--- config.mk ---
export PLATFORM = sky130hd
export DESIGN_NAME = func_ci_sequencer
export DESIGN_NICKNAME = d
export VERILOG_FILES = /design/src/rtl/func_ci_pkg.sv /design/src/rtl/ci_watchdog.sv /design/src/rtl/func_ci_sequencer.sv
export SDC_FILE = /design/constraint.sdc
export NUM_CORES = 1
export LEC_CHECK = 0
export ABC_CLOCK_PERIOD_IN_PS = 4150
export BUFFER_PORTS_ARGS = -buffer_cell sky130_fd_sc_hd__buf_2
export CAP_MARGIN = 20
export CELL_PAD_IN_SITES_DETAIL_PLACEMENT = 1
export CELL_PAD_IN_SITES_GLOBAL_PLACEMENT = 1
export CORE_MARGIN = 2
export CORE_UTILIZATION = 40
export DETAILED_ROUTE_END_ITERATION = 10
export GPL_ROUTABILITY_DRIVEN = 1
export PLACE_DENSITY_LB_ADDON = 0.1
export SLEW_MARGIN = 20
export SYNTH_ARGS = -nofsm -noshare
export SYNTH_HDL_FRONTEND = slang
export SYNTH_SLANG_ARGS = --single-unit
--- constraint.sdc ---
create_clock -name clk -period 4.15 [get_ports clk]
set_clock_uncertainty 0.15 [all_clocks]
set_input_delay 0.83 -clock clk [delete_from_list [all_inputs] [get_ports clk]]
set_output_delay 0.83 -clock clk [all_outputs]
set_load 0.05 [all_outputs]
--- src/rtl/func_ci_pkg.sv ---
// ============================================================================
// Module      : func_ci_pkg
// Description : Shared opcodes, state encoding, STATUS word layout and float
//               constants for the func_ci_sequencer custom-instruction front end.
// Revision    : 1.0 - initial release
// ============================================================================
`default_nettype none

package func_ci_pkg;

  // Custom-instruction opcodes carried on the n field
  localparam logic [1:0] OP_EVAL      = 2'd0;
  localparam logic [1:0] OP_READ_LAST = 2'd1;
  localparam logic [1:0] OP_STATUS    = 2'd2;
  localparam logic [1:0] OP_CLEAR     = 2'd3;

  // Sequencer states
  typedef enum logic [1:0] {
    ST_IDLE   = 2'd0,
    ST_LAUNCH = 2'd1,
    ST_WAIT   = 2'd2,
    ST_FINISH = 2'd3
  } state_e;

  // STATUS word bit positions
  localparam int STATUS_TIMEOUT_BIT = 31;
  localparam int STATUS_PROTO_BIT   = 30;
  localparam int STATUS_STATE_LSB   = 16;
  localparam int STATUS_COUNT_LSB   = 0;

  // Quiet NaN returned when an evaluation is abandoned
  localparam logic [31:0] FLOAT_QNAN = 32'h7FC0_0000;

  // Assemble the STATUS reply word; unlisted bits read as zero
  function automatic logic [31:0] pack_status(
    input logic        timeout_err,
    input logic        proto_err,
    input logic [1:0]  state,
    input logic [15:0] count
  );
    logic [31:0] w;
    w = 32'h0;
    w[STATUS_TIMEOUT_BIT]                     = timeout_err;
    w[STATUS_PROTO_BIT]                       = proto_err;
    w[STATUS_STATE_LSB +: 2]                  = state;
    w[STATUS_COUNT_LSB +: 16]                 = count;
    return w;
  endfunction

endpackage

`default_nettype wire

--- src/rtl/ci_watchdog.sv ---
// ============================================================================
// Module      : ci_watchdog
// Description : Cycle counter that flags an evaluation which has run for
//               TIMEOUT_CYCLES wait cycles without completing.
// Revision    : 1.0 - initial release
// ============================================================================
`default_nettype none

module ci_watchdog #(
  parameter int TIMEOUT_CYCLES = 4096
) (
  input  logic clk,
  input  logic reset,
  input  logic i_clear,
  input  logic i_run,
  output logic o_expire
);

  localparam int CW = (TIMEOUT_CYCLES < 2) ? 1 : $clog2(TIMEOUT_CYCLES + 1);
  localparam logic [CW-1:0] C_LAST = CW'(TIMEOUT_CYCLES - 1);

  logic [CW-1:0] cnt_q;
  logic [CW-1:0] cnt_d;

  // Expire on the cycle that would be the TIMEOUT_CYCLES-th running cycle
  assign o_expire = i_run && (cnt_q == C_LAST);

  // Next count: clear wins, otherwise advance while running
  always_comb begin
    cnt_d = cnt_q;
    if (i_clear) begin
      cnt_d = '0;
    end else if (i_run && !o_expire) begin
      cnt_d = cnt_q + 1'b1;
    end
  end

  // Counter register
  always_ff @(posedge clk) begin
    if (reset) begin
      cnt_q <= '0;
    end else begin
      cnt_q <= cnt_d;
    end
  end

endmodule

`default_nettype wire

--- src/rtl/func_ci_sequencer.sv ---
// ============================================================================
// Module      : func_ci_sequencer
// Description : Multi-cycle Nios II custom-instruction front end for the
//               floating-point function core. Launches the core on EVAL,
//               returns its result, and serves READ_LAST / STATUS / CLEAR.
//               Optional hang watchdog: define FUNC_CI_WATCHDOG_EN.
// Revision    : 1.0 - initial release
// ============================================================================
`default_nettype none

module func_ci_sequencer
  import func_ci_pkg::*;
#(
  parameter int TIMEOUT_CYCLES = 4096,
  parameter int CNT_W          = 16
) (
  input  logic        clk,
  input  logic        reset,
  input  logic        clk_en,
  input  logic        start,
  input  logic [1:0]  n,
  input  logic [31:0] dataa,
  output logic        done,
  output logic [31:0] result,
  output logic        core_start,
  output logic [31:0] core_data,
  input  logic [31:0] core_result,
  input  logic        core_done
);

  state_e             state_q, state_d;
  logic [31:0]        core_data_q, core_data_d;
  logic [31:0]        result_q, result_d;
  logic [31:0]        last_q, last_d;
  logic [CNT_W-1:0]   eval_count_q, eval_count_d;
  logic               proto_err_q, proto_err_d;
  logic               timeout_err_q, timeout_err_d;
  logic               first_wait_q, first_wait_d;
  logic               expire;
  logic [31:0]        status_word;

`ifdef FUNC_CI_WATCHDOG_EN
  // Watchdog is cleared on launch and runs only during enabled WAIT cycles
  ci_watchdog #(
    .TIMEOUT_CYCLES (TIMEOUT_CYCLES)
  ) u_watchdog (
    .clk      (clk),
    .reset    (reset),
    .i_clear  (clk_en && (state_q == ST_LAUNCH)),
    .i_run    (clk_en && (state_q == ST_WAIT)),
    .o_expire (expire)
  );
`else
  // Without the watchdog an evaluation waits for the core indefinitely
  logic [31:0] w_unused_timeout;
  assign w_unused_timeout = 32'(TIMEOUT_CYCLES);
  assign expire           = 1'b0;
`endif

  assign status_word = pack_status(timeout_err_q, proto_err_q, state_q,
                                   16'(eval_count_q));

  // Outputs are pure functions of registered state so reset forces them low
  assign done       = (state_q == ST_FINISH);
  assign core_start = (state_q == ST_LAUNCH);
  assign result     = result_q;
  assign core_data  = core_data_q;

  // Next-state and datapath updates; everything holds while clk_en is low
  always_comb begin
    state_d        = state_q;
    core_data_d    = core_data_q;
    result_d       = result_q;
    last_d         = last_q;
    eval_count_d   = eval_count_q;
    proto_err_d    = proto_err_q;
    timeout_err_d  = timeout_err_q;
    first_wait_d   = first_wait_q;

    if (clk_en) begin
      // The core's done flag may still be high from the previous run, so
      // the first WAIT cycle after a launch never accepts it.
      first_wait_d = (state_q == ST_LAUNCH);

      if (start && (state_q != ST_IDLE)) begin
        proto_err_d = 1'b1;
      end

      case (state_q)
        ST_IDLE: begin
          if (start) begin
            case (n)
              OP_EVAL: begin
                core_data_d = dataa;
                state_d     = ST_LAUNCH;
              end
              OP_READ_LAST: begin
                result_d = last_q;
                state_d  = ST_FINISH;
              end
              OP_STATUS: begin
                result_d = status_word;
                state_d  = ST_FINISH;
              end
              default: begin
                result_d      = 32'h0;
                proto_err_d   = 1'b0;
                timeout_err_d = 1'b0;
                eval_count_d  = '0;
                state_d       = ST_FINISH;
              end
            endcase
          end
        end
        ST_LAUNCH: begin
          state_d = ST_WAIT;
        end
        ST_WAIT: begin
          if (core_done && !first_wait_q) begin
            last_d       = core_result;
            result_d     = core_result;
            eval_count_d = eval_count_q + 1'b1;
            state_d      = ST_FINISH;
          end else if (expire) begin
            result_d      = FLOAT_QNAN;
            timeout_err_d = 1'b1;
            state_d       = ST_FINISH;
          end
        end
        default: begin
          state_d = ST_IDLE;
        end
      endcase
    end
  end

  // State and datapath registers; reset overrides the clock enable
  always_ff @(posedge clk) begin
    if (reset) begin
      state_q       <= ST_IDLE;
      core_data_q   <= 32'h0;
      result_q      <= 32'h0;
      last_q        <= 32'h0;
      eval_count_q  <= '0;
      proto_err_q   <= 1'b0;
      timeout_err_q <= 1'b0;
      first_wait_q  <= 1'b0;
    end else begin
      state_q       <= state_d;
      core_data_q   <= core_data_d;
      result_q      <= result_d;
      last_q        <= last_d;
      eval_count_q  <= eval_count_d;
      proto_err_q   <= proto_err_d;
      timeout_err_q <= timeout_err_d;
      first_wait_q  <= first_wait_d;
    end
  end

endmodule

`default_nettype wire
==> impl_results.md, run 1 <==
- Worst hold start: core_data[11]
- Worst VDD drop: between 0.0002 and 0.0003 V
- Clock sinks: 116
- Port Buffer Count: 136
- CTS tree: done
- Cell Area, Synth: 4960 sq um
- Crit share post-route: 76.1%
- Synth Instances: 625
- Placed cell area: 5730 sq um
- Cts hold-fix bufs: 0
- Worst-path clk slew: approximately 0.05 ns
- 1st-pass router iterations: 4
- Initial antenna violation count: 1
- Clock Path Buffers: 2
- FF+latch count, synth: 116
- CTS Root Cell: clkbuf_16
- I/O Pins: 137
- Largest net degree at the start of global routing: 66
- DRC viols: 0
- WP data arrival: 3.26 ns
- Wirelength per Cell: ~17 microns
- Total grt overflow: 0
- Clock latency on the worst-skew pair: 0.41 ns
- 1st-iter DRT viols: 331
- Crit-path max FO: 33
- Fin cells: 919
- # setup viols final: 0
- Setup_tns: 0 ns
- Post-CTS resize count: 0
- Post-synth top area cell: dfxtp_1
- Post-Syn Nets: a little over 700
- Synthesized area per cell: 7.94 sq um
- Top_reg_cell synth: dfxtp_1
- CP startpoint: state_q[0]
- Die Width: between 100 and 150 microns
- Post-synth EDFFs: 0
- Num rows: 40
- Leak Pwr: 2.40 nW
- Sequential area share after synthesis: 46.8%
- Fin. Hold Viols: 0
- Fmax: ~0.32 GHz
- Core Area: 12100 sq um
- First-pass GRT wire length: 25.9 mm
- Ys async rst share: 0%
- Dpl cells: 886
- CP Data Required Time: 4.25 ns
- GPL Wtd Cong: 0.745
- Pre-CTS setup slack: 1.02 ns
- Die height: 115 microns
- H-tree depth: 4
- Setup crit end kind: flip-flop
- P&R area growth vs syn: 26.3%
- Synth cell types: 38
- Worst setup margin: 0.991 ns
- CTS buffer count: 17
- PwrDens: 504 nW/um^2
- Fin crit period: roughly 3.2 ns
- Post-DP HPWL: about 10 mm
- Post-Route WL: roughly 16 mm
- Worst-Margin Slew: between 0.9 and 1 ns
- Max cap viols: 0
- Number of global-route vias before repair: 5204
- Top-count cell post-synth: nand2_1
- Vias: a little under 5000
- Pwr Total: around 3.2 mW
- Die area: around 13000 sq um
- Hold WC Path Type: reg2reg
- Crit Path Class: reg2reg
- Yosys top cell area share: 46.8%
- Starting Density: 41.2%
- Post-synth top cells: nand2_1, a21oi_1, dfxtp_1, clkbuf_1, nor2_1
- Post-route cell area: 6270 sq um
- RR Startpoint: state_q[0]
- Worst setup SP type: flip-flop
- RSZ-0062 raised after global routing: no
- Slew HR: 38.2%
- Status: finished, final reports clean
- Nets@finish: slightly above 800
- Total GRT Usage: around 25%
- Postcts setup bufs: 0
- Via density: between 5 and 6
- Remaining antenna violation count after routing: 0
- Synth area leaders: dfxtp_1, a21oi_1, nand2_1
- Ratio of cells with drive above 1 in the final layout: between 20% and 30%
- Final Max Slew Viols: 0
- Yosys Warn Count: 0
==> cell usage in the layout, fill, tap and decap left out, types with 8 or more instances in the layout <==
master     netlist  routed
o31ai_1         10      10
a22oi_1         19      19
buf_2            6     135
nand3_1         20      20
a211oi_1        19      19
nand2_1        150     150
nor2_1          27      26
clkbuf_16        0      17
inv_1            8       8
dfxtp_1        116     116
or4_1           10      10
a21oi_1        132     131
a311oi_1        13      13
buf_4            0      12
ha_1            11      11
==> power breakdown <==
part	leakage, nW	switching [mW]	internal [mW]	total (mW)
registers	0.941	0.0409	1.18	1.22
clock network	0.268	0.484	0.838	1.32
logic	1.19	0.458	0.159	0.617
total	2.40	0.983	2.18	3.16
==> sequential cells by signal, summed over array words and instances, names as in the netlist <==
name,flops
core_data,32
last_q,32
result,32
eval_count_q,16
state_q,2
first_wait_q,1
proto_err_q,1
==> final timing paths <==
kind	depth (start not counted)	to	slack, ns
min reg2reg	2	core_data[11]	0.30
max reg2reg	8	result[20]	0.99
min	2	core_data[11]	0.30
max	8	result[20]	0.99
==> kinds of logic after synthesis <==
logic type                 Yosys count  synth area share (%)
buffers and inverters               62                  4.99
muxes                                4                 0.907
xor gates and xnor gates             1                 0.176
adders and majority gates           11                  2.77
AOI/OAI and AO/OA                  204                  24.8
DFF                                116                  46.8
and+or+nand+nor                    227                  19.6
==> per-layer routing <==
layer / part of all wire (%) / wire (microns) / vias to the layer above / GRT usage [%]
li1: - / - / 2430 / -
met1: 44 / 7010 / 2387 / 30.6
met2: 49 / 7800 / 126 / 41.2
met3: 5.5 / 870 / 13 / 6.80
met4: 0.97 / 154 / 0 / 8.11
met5: 0 / 0 / - / 0
==> layout make-up <==
cell class              count  area, sq um
diodes                      1         2.50
clock buffers              28          517
clock inverters             4         20.0
fillers                  1505         5790
inverters                   8         30.0
multi-input cells         447         2400
flip-flops and latches    116         2320
well taps                 168          210
repair buffers            147          766
==> stage by stage <==
stage	hold slack (ns)	utilization (%)
final	0.302	52.0
after detailed placement	0.294	47.5
after CTS	0.301	52.0
after global routing	0.326	52.0
after floorplan	0.286	-
after global placement	0.290	47.5
==> critical path, cell delays in order, from the launching register on <==
cell	delay, ns
dfxtp_1	0.43
inv_1	0.12
ha_1	0.23
inv_1	0.43
o211a_1	0.24
buf_4	0.35
and2_1	0.53
buf_4	0.36
a311oi_1	0.16
(Power assumes the default switching activity.)
==> run 2, diff against run 1 <==
Settings changed: ABC_CLOCK_PERIOD_IN_PS 4150 to 2700, CORE_UTILIZATION 40 to 34.
Clock period 4.15 ns to 2.7 ns, I/O delays scaled along.
==> run 2 against run 1 <==
Compared with the run above:
- register-to-register slack worse by 0.75 ns
- via count is 1.0% higher
- die area up 17%
- sequential power is 53% higher
- utilization decreased by 7.5 points
- wire length is 6.0% higher
- highest routed layer unchanged
==> impl_results.md, run 2 (synthesis results as in run 1) <==
- Num rows: 44 (+10%)
- CTS Root Cell: clkbuf_16
- CP peak stage delay: 0.51 ns (-0.02 ns)
- Setup_tns: 0 ns (unchanged)
- PwrDens: 781 nW/um^2 (+55%)
- Final Max Slew Viols: 0 (unchanged)
- 1st-iter DRT viols: 204 (-38%)
- Post-DP HPWL: 11.0 mm (+5.5%)
- Post-Route WL: 16.8 mm (+6.0%)
- # setup viols final: 0 (unchanged)
- Hold Path End: core_data[5]
- Worst-path clk slew: 0.05 ns (about the same)
- Clock Path Buffers: 2 (unchanged)
- Max cap viols: 0 (unchanged)
- Fin. Hold Viols: 0 (unchanged)
- Via density: 5.30 (-1.8%)
- Fmax: 0.407 GHz (+29%)
- Dpl cells: 914 (+3.2%)
- CTS buffer count: 17 (unchanged)
- WP data arrival: 2.59 ns (-0.67 ns)
- RR Startpoint: state_q[1]
- Remaining antenna violation count after routing: 0 (unchanged)
- 1st-pass router iterations: 4 (unchanged)
- Postcts setup bufs: 0 (unchanged)
- Fin crit period: 2.45 ns (-0.704 ns)
- Worst VDD drop: 0.000480 V (+73%)
- Starting Density: 34.4% (-6.7 points)
- Hold WC Path Type: in2reg
- Reg2reg end: eval_count_q[8]
- Most frequent cells in the layout: nand2_1, buf_2, a21oi_1
- H-tree depth: 4 (unchanged)
- P&R area growth vs syn: 29.3%
- Leak Pwr: 2.48 nW (+3.1%)
- Crit-path max FO: 16 (-52%)
- Initial antenna violation count: 0 (-1)
- Setup crit end kind: flip-flop
- Worst-Margin Slew: 0.818 ns (-0.109 ns)
- I/O Pins: 137 (unchanged)
- Crit share post-route: 90.9% (+15 points)
- Vias: 5006 (+1.0%)
- Die area: 15600 sq um (+17%)
- DRC viols: 0 (unchanged)
- GPL Wtd Cong: 0.798 (+7.2%)
- Port Buffer Count: 136 (unchanged)
- Wirelength per Cell: 17.8 microns (+3.1%)
- Worst hold start: dataa[5]
- CP max-delay cell: o2111ai_2
- Clock latency on the worst-skew pair: 0.41 ns (about the same)
- Min-Delay Path Depth: 3 (+1)
- Critical Path, Cell by Cell: inv_1 -> ha_1 -> nand2b_1 -> o2111ai_2 -> o31ai_1 -> a21oi_1
- Slew HR: 45.5% (+7.3 points)
- Die height: 125 microns (+8.2%)
- Commonest non-fill, non-tap cell in the layout: nand2_1
- Fin cells: 945 (+2.8%)
- Core Area: 14400 sq um (+20%)
- Antenna Cells: 0 (-1)
- Crit Path Class: reg2reg
- CP Data Required Time: 2.83 ns (-1.42 ns)
- Flop2flop setup slack: 0.25 ns (-0.75 ns)
- CTS tree: done
- Largest net degree at the start of global routing: 41 (-38%)
- Ratio of cells with drive above 1 in the final layout: 25.1% (+1.5 points)
- Clock sinks: 116 (unchanged)
- Worst R2R Path Depth: 6 (-2)
- RSZ-0062 raised after global routing: no
- Worst setup SP type: flip-flop
- Total grt overflow: 0 (unchanged)
- Status: finished, final reports clean
- Number of global-route vias before repair: 5164 (-0.77%)
- Die Width: 125 microns (+8.2%)
- First-pass GRT wire length: 26.7 mm (+3.4%)
- Total GRT Usage: 21.3% (-3.3 points)
- Nets@finish: 832 (+1.6%)
[run 2: changes by cell type in the layout (fill, tap and decap cells not counted)]
cell,change
bufinv_16,+1
clkbuf_8,+1
clkbuf_1,-3
clkinv_2,-1
buf_4,+12
diode_2,-1
o2111ai_2,+1
[run 2: per-stage QoR]
stage	area [sq um]	power [mW]	setup slack, ns	utilization, %	hold WS [ns]
6_report	6420	5.01	0.245	44.5	0.214
5_1_grt	6420	5.25	0.110	44.5	0.211
4_1_cts	6400	5.07	0.197	44.4	0.196
3_5_place_dp	5840	2.90	0.235	40.5	0.295
3_3_place_gp	5840	2.87	0.346	40.5	0.289
2_1_floorplan	4960	2.58	0.635	-	0.286
[run 2: repair_timing]
item                       in CTS  in global routing
hold endpoints to repair        0                  0
hold buffers                    0                  0
resized for setup               0                  0
setup endpoints to repair       0                  1
[run 2: per-layer routing]
metal | vias up | wire length (microns) | GRT usage [%]
met5 | - | 0 | 0
met4 | 0 | 61 | 6.80
met3 | 6 | 967 | 5.20
met2 | 132 | 8370 | 36.8
met1 | 2416 | 7400 | 25.9
li1 | 2452 | - | -
[run 2: cell type report]
type,instances,area (sq um)
clock buffers,26,519
clock inverters,4,45.0
fillers,1809,8010
inverters,8,30.0
multi-input cells,448,2420
flip-flops and latches,116,2320
well taps,184,230
repair buffers,159,856
[run 2: worst max-delay path by stage]
stage / start / end / slack, ns / depth (start not counted)
2_1_floorplan: state_q[0] / eval_count_q[12] / 0.64 / 8
3_3_place_gp: n[0] / eval_count_q[12] / 0.35 / 6
3_5_place_dp: state_q[1] / eval_count_q[9] / 0.24 / 6
4_1_cts: state_q[1] / eval_count_q[8] / 0.20 / 6
5_1_grt: state_q[1] / eval_count_q[8] / 0.11 / 6
6_report: state_q[1] / eval_count_q[8] / 0.25 / 6
[run 2: where the power goes]
part	switching [mW]	total [mW]	internal, mW
Clock	0.751	2.15	1.40
Combinational	0.724	0.994	0.270
Sequential	0.0565	1.87	1.82
Total	1.53	5.01	3.48
[run 2: worst max-delay path: cells and delay by family, from the launching register on]
kind	cells	cell delay (ns)
AO/OA/AOI/OAI	3	1.07
flip-flops	1	0.44
AND/OR/NAND/NOR	1	0.28
adder cells (fa/ha/maj)	1	0.27
buffers and inverters	1	0.12
